## config.mk

```make
export PLATFORM = sky130hd
export DESIGN_NAME = fp_add_sched
export DESIGN_NICKNAME = d
export VERILOG_FILES = /design/src/rtl/fp_add_sched_pkg.sv /design/src/rtl/fp_add_sched_rr_arbiter.sv /design/src/rtl/fp_add_sched.sv
export SDC_FILE = /design/constraint.sdc
export NUM_CORES = 1
export LEC_CHECK = 0
export ABC_AREA = 1
export ABC_CLOCK_PERIOD_IN_PS = 3950
export CAP_MARGIN = 20
export CORE_AREA = 5 5 153 155
export DETAILED_ROUTE_END_ITERATION = 6
export DIE_AREA = 0 0 158 160
export GPL_TIMING_DRIVEN = 0
export PLACE_DENSITY_LB_ADDON = 0.15
export RECOVER_POWER = 100
export SETUP_SLACK_MARGIN = 0.4
export SLEW_MARGIN = 30
export SYNTH_ARGS = -nofsm -noshare
export SYNTH_HDL_FRONTEND = slang
export SYNTH_SLANG_ARGS = --single-unit
```

## constraint.sdc

```tcl
create_clock -name clk -period 3.95 [get_ports clk]
set_input_delay 0.5925 -clock clk [delete_from_list [all_inputs] [get_ports clk]]
set_output_delay 0.5925 -clock clk [all_outputs]
set_load 0.1 [all_outputs]
```

## src/rtl/fp_add_sched_pkg.sv

```systemverilog
// +--------------------------------------------------------------------------+
// | fp_add_sched_pkg : shared types and helpers for the FP32 adder scheduler |
// | Revision: 1.0                                                            |
// +--------------------------------------------------------------------------+
`default_nettype none

package fp_add_sched_pkg;

  localparam int FP_W        = 32;
  localparam int DEF_N_REQ   = 4;
  localparam int DEF_ADD_LAT = 3;
  // Tag ID is sized for the largest supported requester count (8).
  localparam int TAG_IDW     = 3;

  typedef struct packed {
    logic               v;
    logic [TAG_IDW-1:0] id;
  } tag_t;

  function automatic logic [TAG_IDW-1:0] rr_next(input int n_req, input logic [TAG_IDW-1:0] idx);
    if (int'(idx) >= n_req - 1) return '0;
    return idx + TAG_IDW'(1);
  endfunction

endpackage

`default_nettype wire

```

## src/rtl/fp_add_sched_rr_arbiter.sv

```systemverilog
// +--------------------------------------------------------------------------+
// | rr_arbiter : combinational round-robin pick, first eligible at/after ptr |
// | Revision: 1.0                                                            |
// +--------------------------------------------------------------------------+
`default_nettype none

module rr_arbiter #(
  parameter int N_REQ = 4,
  parameter int IDW   = 2
) (
  input  logic [N_REQ-1:0] eligible,
  input  logic [IDW-1:0]   ptr,
  output logic [N_REQ-1:0] grant,
  output logic [IDW-1:0]   grant_idx
);

  logic found;

  always_comb begin
    grant     = '0;
    grant_idx = '0;
    found     = 1'b0;
    for (int k = 0; k < N_REQ; k++) begin
      for (int i = 0; i < N_REQ; i++) begin
        if (!found && eligible[i] && (((int'(ptr) + k) % N_REQ) == i)) begin
          found     = 1'b1;
          grant[i]  = 1'b1;
          grant_idx = IDW'(i);
        end
      end
    end
  end

endmodule

`default_nettype wire

```

## src/rtl/fp_add_sched.sv

```systemverilog
// +--------------------------------------------------------------------------+
// | fp_add_sched : round-robin sharing of one pipelined FP32 adder           |
// | Revision: 1.0                                                            |
// +--------------------------------------------------------------------------+
`default_nettype none

module fp_add_sched
  import fp_add_sched_pkg::*;
#(
  parameter int N_REQ   = DEF_N_REQ,
  parameter int ADD_LAT = DEF_ADD_LAT
) (
  input  logic                  clk,
  input  logic                  rst_n,
  input  logic [N_REQ-1:0]      req_valid,
  output logic [N_REQ-1:0]      req_ready,
  input  logic [FP_W*N_REQ-1:0] req_op1,
  input  logic [FP_W*N_REQ-1:0] req_op2,
  output logic [N_REQ-1:0]      rsp_valid,
  output logic [FP_W-1:0]       rsp_res,
  output logic [FP_W-1:0]       add_op_1,
  output logic [FP_W-1:0]       add_op_2,
  output logic                  add_en,
  input  logic [FP_W-1:0]       add_res,
  input  logic                  add_val,
  output logic                  busy,
  output logic                  err
);

  localparam int IDW    = (N_REQ > 1) ? $clog2(N_REQ) : 1;
  localparam int MASK_W = $clog2(ADD_LAT + 2);

  logic [IDW-1:0]             ptr_q, ptr_d;
  logic [N_REQ-1:0]           outstanding_q, outstanding_d;
  logic                       add_en_q, add_en_d;
  logic [FP_W-1:0]            add_op_1_q, add_op_1_d;
  logic [FP_W-1:0]            add_op_2_q, add_op_2_d;
  logic [IDW-1:0]             launch_id_q, launch_id_d;
  tag_t [ADD_LAT-1:0]         tag_q, tag_d;
  logic [N_REQ-1:0]           rsp_valid_q, rsp_valid_d;
  logic [FP_W-1:0]            rsp_res_q, rsp_res_d;
  logic                       err_q, err_d;
  logic [MASK_W-1:0]          mask_q, mask_d;

  logic [N_REQ-1:0]           eligible;
  logic [N_REQ-1:0]           grant;
  logic [IDW-1:0]             grant_idx;
  logic                       tag_any;
  tag_t                       tag_last;

  assign eligible = req_valid & ~outstanding_q;
  assign tag_last = tag_q[ADD_LAT-1];

  rr_arbiter #(
    .N_REQ (N_REQ),
    .IDW   (IDW)
  ) u_arb (
    .eligible  (eligible),
    .ptr       (ptr_q),
    .grant     (grant),
    .grant_idx (grant_idx)
  );

  always_comb begin
    add_op_1_d  = add_op_1_q;
    add_op_2_d  = add_op_2_q;
    add_en_d    = |grant;
    launch_id_d = launch_id_q;
    ptr_d       = ptr_q;
    for (int i = 0; i < N_REQ; i++) begin
      if (grant[i]) begin
        add_op_1_d = req_op1[i*FP_W +: FP_W];
        add_op_2_d = req_op2[i*FP_W +: FP_W];
      end
    end
    if (|grant) begin
      launch_id_d = grant_idx;
      ptr_d       = IDW'(rr_next(N_REQ, TAG_IDW'(grant_idx)));
    end

    // Free-running shift mirrors the adder's uncontrolled stage enables.
    tag_d    = tag_q;
    tag_d[0] = '{v: add_en_q, id: TAG_IDW'(launch_id_q)};
    for (int k = 1; k < ADD_LAT; k++) tag_d[k] = tag_q[k-1];

    tag_any = 1'b0;
    for (int k = 0; k < ADD_LAT; k++) tag_any = tag_any | tag_q[k].v;

    rsp_valid_d = '0;
    rsp_res_d   = rsp_res_q;
    if (tag_last.v) rsp_res_d = add_res;
    for (int i = 0; i < N_REQ; i++) begin
      if (tag_last.v && (tag_last.id == TAG_IDW'(i))) rsp_valid_d[i] = 1'b1;
    end

    // A requester frees up only after its response cycle, never the same cycle.
    outstanding_d = (outstanding_q & ~rsp_valid_q) | grant;

    mask_d = (mask_q != '0) ? mask_q - MASK_W'(1) : mask_q;
    err_d  = err_q | ((mask_q == '0) && (add_val != tag_last.v));
  end

  always_ff @(posedge clk) begin
    if (!rst_n) begin
      ptr_q         <= '0;
      outstanding_q <= '0;
      add_en_q      <= 1'b0;
      add_op_1_q    <= '0;
      add_op_2_q    <= '0;
      launch_id_q   <= '0;
      tag_q         <= '0;
      rsp_valid_q   <= '0;
      rsp_res_q     <= '0;
      err_q         <= 1'b0;
      mask_q        <= MASK_W'(ADD_LAT + 1);
    end else begin
      ptr_q         <= ptr_d;
      outstanding_q <= outstanding_d;
      add_en_q      <= add_en_d;
      add_op_1_q    <= add_op_1_d;
      add_op_2_q    <= add_op_2_d;
      launch_id_q   <= launch_id_d;
      tag_q         <= tag_d;
      rsp_valid_q   <= rsp_valid_d;
      rsp_res_q     <= rsp_res_d;
      err_q         <= err_d;
      mask_q        <= mask_d;
    end
  end

  assign req_ready = grant;
  assign add_en    = add_en_q;
  assign add_op_1  = add_op_1_q;
  assign add_op_2  = add_op_2_q;
  assign rsp_valid = rsp_valid_q;
  assign rsp_res   = rsp_res_q;
  assign err       = err_q;
  assign busy      = (|outstanding_q) | add_en_q | tag_any;

endmodule

`default_nettype wire
```

# Yosys cells after proc, flatten, opt, wreduce, memory -nomap -nowiden
# Index checks and enable logic that the tools add are counted.
# totals
ff_bits	125
out_inout_bits	107
# classes
addsub	5
n_lt_le_gt_ge	1
eq_ne	16
mux	61
bitwise	13
n_reduce_logical	64
# ops
cell	n
$mux W32	8
$logic_not A32 Y1	4
$mux W1	37
$logic_and A1 B1 Y1	36
$mux W2	16
$eq A3 B3 Y1 const B	6
$eq A3 B2 Y1 const B	5
$logic_not A1 Y1	15
$and A4 B4 Y4	2
$not A4 Y4	2
$reduce_or A4 Y1	2
$logic_not A3 Y1	2
$reduce_or A2 Y1	3
$or A1 B1 Y1	5
$add A2 B1 Y2 const B	2
$add A2 B2 Y2 const B	2
$eq A2 B2 Y1 const B	2
$or A4 B4 Y4	1
$reduce_bool A4 Y1	1
$and A1 B1 Y1 const A	3
$eq A3 B1 Y1 const B	1
$reduce_bool A3 Y1	1
$sub A3 B1 Y3 const B	1
$eq A2 B1 Y1 const B	1
2 further kinds	2

# Depth between registers and ports, before layout
# logic_depth
depth_word	68
depth_mapped	17
ltp_nobuf	15

# Hierarchy
# A second synthesis with hierarchy kept.
# unflattened
hier_cells	1020
area_unflattened_um2	6980.4
# by_module_without_submodules
mod	n_inst	cells_per_inst	area_per_inst_um2	seq_area_each_um2
fp_add_sched	1	957	6630.1	2442.3
rr_arbiter	1	63	350.3	0.0

# Least setup slack after synthesis
# Ideal clock, no wire load.
# synth_timing
kind	input to register
startpoint	in req_valid[3]
endpoint	reg add_op_2_q[10], in the netlist add_op_2[10]
setup_time_ns	0.066
arrival_time_ns	2.977
setup_slack_ns	0.906
stages	15
path_cell_list	inv_1 nor2_1 nand2_1 nand4_1 nor2_1 nand4_1 nor2_2 nand4_1 o21bai_2 nor2_1 buf_6 buf_6 nand4_1 nand2_1 a21oi_2
# synth_via
word_cells_on_any_way	68
cone_classes	mux (28); bitwise (1); reduce/logical (39)
# synth_rtl
item	line	text
start: declaration	fp_add_sched.sv:15	input logic [N_REQ-1:0] req_valid,
$and A4 B4 Y4 (*)	fp_add_sched.sv:51	assign eligible = req_valid & ~outstanding_q;
$logic_and A1 B1 Y1 (2 in series)	fp_add_sched_rr_arbiter.sv:25	if (!found && eligible[i] && (((int'(ptr) + k) % N_REQ) == i)) begin
$mux W1	fp_add_sched_rr_arbiter.sv:25	
$logic_not A1 Y1	fp_add_sched_rr_arbiter.sv:25	
$logic_and A1 B1 Y1 (2 in series)	fp_add_sched_rr_arbiter.sv:25	
$mux W1	fp_add_sched_rr_arbiter.sv:25	
$logic_not A1 Y1	fp_add_sched_rr_arbiter.sv:25	
$logic_and A1 B1 Y1 (2 in series)	fp_add_sched_rr_arbiter.sv:25	
[... 21 more ...]	-	
$logic_not A1 Y1	fp_add_sched_rr_arbiter.sv:25	
$logic_and A1 B1 Y1 (2 in series)	fp_add_sched_rr_arbiter.sv:25	
$mux W1	fp_add_sched_rr_arbiter.sv:25	
$logic_not A1 Y1	fp_add_sched_rr_arbiter.sv:25	
$logic_and A1 B1 Y1 (2 in series)	fp_add_sched_rr_arbiter.sv:25	
$mux W1 (*)	fp_add_sched_rr_arbiter.sv:25	
named net req_ready[0]	fp_add_sched.sv:16	output logic [N_REQ-1:0] req_ready,
$reduce_bool A4 Y1 (no source line) (*)	-	
end signal: assignment	fp_add_sched.sv:121	add_op_2_q <= add_op_2_d;
end: declaration	fp_add_sched.sv:37	logic [FP_W-1:0] add_op_2_q, add_op_2_d;
# The timed path passes the listed nets; every way through them passes the cells marked *.
# A chain may end at the register's enable or synchronous reset.

# Worst setup path after layout
# layout_timing
startpoint	in req_valid[3]
endpoint	out req_ready[2]
# layout_via
elab_chain_len	48
word_cells_on_any_way	50
cone_classes	mux (14); bitwise (1); reduce/logical (35)
# layout_rtl
item	line
$and A4 B4 Y4 (*)	fp_add_sched.sv:51
$logic_and A1 B1 Y1 (2 in series)	fp_add_sched_rr_arbiter.sv:25
$mux W1	fp_add_sched_rr_arbiter.sv:25
$logic_not A1 Y1	fp_add_sched_rr_arbiter.sv:25
$logic_and A1 B1 Y1 (2 in series)	fp_add_sched_rr_arbiter.sv:25
$mux W1	fp_add_sched_rr_arbiter.sv:25
$logic_not A1 Y1	fp_add_sched_rr_arbiter.sv:25
$logic_and A1 B1 Y1 (2 in series)	fp_add_sched_rr_arbiter.sv:25
[... 26 more ...]	-
$logic_and A1 B1 Y1 (2 in series)	fp_add_sched_rr_arbiter.sv:25
$mux W1	fp_add_sched_rr_arbiter.sv:25
$logic_not A1 Y1	fp_add_sched_rr_arbiter.sv:25
$logic_and A1 B1 Y1 (2 in series)	fp_add_sched_rr_arbiter.sv:25
$mux W1	fp_add_sched_rr_arbiter.sv:25
$logic_not A1 Y1	fp_add_sched_rr_arbiter.sv:25
$logic_and A1 B1 Y1 (2 in series)	fp_add_sched_rr_arbiter.sv:25
$mux W1 (*)	fp_add_sched_rr_arbiter.sv:25
end: declaration	fp_add_sched.sv:16
# Mark *: on every way between the ends. The rest lies on a longest branch, timed or not.

==> impl_results.md <==
- Status: finished, final reports clean
- Register Area: 0.00244 sq mm
- FFs w/ async S/R, synth: 0
- ANT nets after route: 0
- Post-Syn Area: around 0.008 sq mm
- Part of the power in registers: 0.145
- RSZ-0062 raised after global routing: no
- Die Area: 0.0253 sq mm
- DRT Pass-1 Iters: 5
- Cells after synthesis: around 1200
- Crit. End Element: output port
- Sequential fraction of the synthesis area: 0.308
- Total wire length: between 30000 and 40000 um
- Met1 wire length: 13700 um
- Die height: approximately 160 um
- Resized cells post-CTS: 20
- Number of enable flip-flop cells after synthesis: 0
- Combinational power share: 0.724
- Yosys cell types: 34
- HPWL Detailed: 26800 um
- Area grow syn2layout: 60.8%
- Cell internal pwr: 5.29 mW
- Final Max Slew Viols: 0
- Antenna Cells: 0
- Final non-filler cell total: 1959
- Critical Path AT: 2980 ps
- First-pass GRT wire length: 51400 um
- Wirelength per Cell: 17.5 um
- H-tree levels: 4
- Worst vdd ir: about 600 uV
- Layout cell share with drive strength beyond 1: 0.0774
- Final Cycle Share: 0.905
- # rows: 54
- Setup violations, final: 0
- Top fanout value on the critical path: 10
- Hold path cells: 2
- Net Count, Synth: 1545
- Number of port buffers: 400
- Hold Vio Cnt, Final: 0
- Clock Tree Buf Depth: 2
- Met2 WL post-DR: ~17000 um
- Clk Latency, worst-skew pair: about 420 ps
- Syn. warnings: 0
- Antenna violations before repair: 2
- Clock transition at the registers of the reported paths: around 60 ps
- Post-synth top flop: dfxtp_1
- Worst-Margin Slew: roughly 1300 ps
- Clock Sinks: ~120
- Worst Reg-to-Reg Cells: 15
- Starting Density: 0.366
- Post-Syn Area per Cell: 6.35 sq um
- Io pins: 402
- Setup Crit Path Kind: in -> out
- Grt ovf: 0
- Clock share of power: 0.131
- CTS Root Cell: clkbuf_16
- Vias in the first global route: 9264
- Final Critical Period: 3570 ps
- Flops & latches, synth: 122
- # fillers: 2133
- DR top layer: met5
- Area of the multi-input gates: 0.00420 sq mm
- Metal3 WL: 3320 um
- Leak: between 6 and 7 nW
- Vias per inst: 4.96
- CTS Hold Buffers Added: 0
- Switching portion of total power: 0.580
- DR DRC count: 0
- Worst Skew: just over 9 ps
- Nets: 1964
- Total CTS buffers: 17
- CP startpoint kind: primary input
- DR iter-0 viols: 672
- Core area: around 0.022 sq mm
- Max_cap viols: 0
- Critical path required time: 3360 ps
- Placed Cells: 1928
- CTS tree: yes
- Pin count of the biggest net entering global routing: 17
- Die Span X: ~160 um
- P_sw: 7.31 mW
- GP Congestion: approximately 0.89
- Via Count: 9716
- Max Fclk: 280 MHz
- # Post-CTS Setup Buffers: 0
- Slew HR: 0.117
- Worst hold path class: reg -> reg
- Final setup TNS: 0 ps
- Pwr Density: 988 mW/mm^2
- Tot GR Track Use: 0.257
## layout make-up
class	count	area share
clock inverter	14	0.0149
inverter	174	0.0512
sequential	122	0.192
tap	280	0.0275
timing repair buffer	400	0.309
clock buffer	17	0.0334
multi-input combinational	849	0.329
buffer	103	0.0438
## kinds of logic (layout without fill, tap and decap cells)
kind of cell / Yosys count / in the layout / share of synthesized area
AOI/OAI and AO/OA: 242 / 242 / 0.186
DFF: 122 / 122 / 0.308
xor gates and xnor gates: 2 / 2 / 0.00221
buffers and inverters: 277 / 708 / 0.153
adders and majority gates: 2 / 2 / 0.00316
and+or+nand+nor: 603 / 603 / 0.348
## critical path, cell delays in order
cell and delay (ps):
clkdlybuf4s50_1 410, inv_1 50, nor2_1 80, nand2_1 140, inv_1 90, nor2_2 130, nand4_2 120, nor2_4 120
nand4_1 250, nor2_8 210, nand4_2 110, nand2_1 260, buf_6 210, buf_8 210
## cells in the mapped netlist (4+ instances only)
master | instances | area share
a21boi_0 | 37 | 0.035
a21boi_1 | 27 | 0.026
a21oi_1 | 110 | 0.069
a21oi_2 | 23 | 0.025
buf_2 | 53 | 0.033
buf_4 | 4 | 0.0038
buf_6 | 12 | 0.017
clkbuf_1 | 34 | 0.016
dfxtp_1 | 122 | 0.31
inv_1 | 168 | 0.080
inv_2 | 5 | 0.0024
nand2_1 | 220 | 0.10
nand2_2 | 5 | 0.0039
nand3_1 | 134 | 0.085
nand4_1 | 68 | 0.054
nor2_1 | 149 | 0.071
nor2_2 | 9 | 0.0071
nor4_1 | 6 | 0.0047
o21ai_0 | 39 | 0.025
## final timing paths
check                           slack, ps                         to                        start
worst max-delay path                  380               req_ready[2]                 req_valid[3]
worst min-delay path                  410     tag_last[0]$_SDFF_PN0_          tag_d[8]$_SDFF_PN0_
worst max register to register        810  add_op_1[14]$_SDFFE_PN0P_  outstanding_q[3]$_SDFF_PN0_
worst min register to register        410     tag_last[0]$_SDFF_PN0_          tag_d[8]$_SDFF_PN0_
## state kept, by name, summed over array words and instances (netlist names)
signal and cells:
rsp_res 32, ptr_q 2, tag_last 3, tag_d 6
outstanding_q 4, mask_q 3, add_op_2 32, launch_id_q 2
err 1, add_en 1, add_op_1 32, rsp_valid 4
## power by group through the flow
stage	clock network [mW]	registers [mW]	logic, mW
after floorplan	0	3.91	4.88
after global placement	0	1.84	9.31
after detailed placement	0	1.85	9.34
after CTS	1.67	1.83	9.38
after global routing	1.74	1.86	9.93
final	1.65	1.82	9.13
## routing by layer
layer / vias up / track usage
met4: 4 / 0.0694
li1: 4882 / -
met2: 369 / 0.436
met3: 44 / 0.0874
met1: 4417 / 0.311
met5: - / 0
## cell usage in the layout, fill, tap and decap left out, types with 37 or more instances in the layout
master             n
a21boi_0          37
a21oi_1          125
buf_2             44
clkbuf_1          53
clkdlybuf4s50_1  293
dfxtp_1          122
dlygate4sd3_1     91
inv_1            169
nand2_1          221
nand3_1          134
nand4_1           69
nor2_1           150
o21ai_0           39
## through the flow
stage | cell area [sq um] | util | power (mW) | hold slack [ps] | worst slack [ps]
6_report | 12800 | 0.588 | 12.6 | 408 | 376
4_1_cts | 12900 | 0.593 | 12.9 | 410 | 276
3_3_place_gp | 12300 | 0.566 | 11.2 | 396 | -419
5_1_grt | 12800 | 0.588 | 13.5 | 439 | 207
3_5_place_dp | 12200 | 0.565 | 11.2 | 398 | -437
2_1_floorplan | 7930 | - | 8.78 | 390 | 906
No activity file was read; power rests on OpenSTA's default activity.
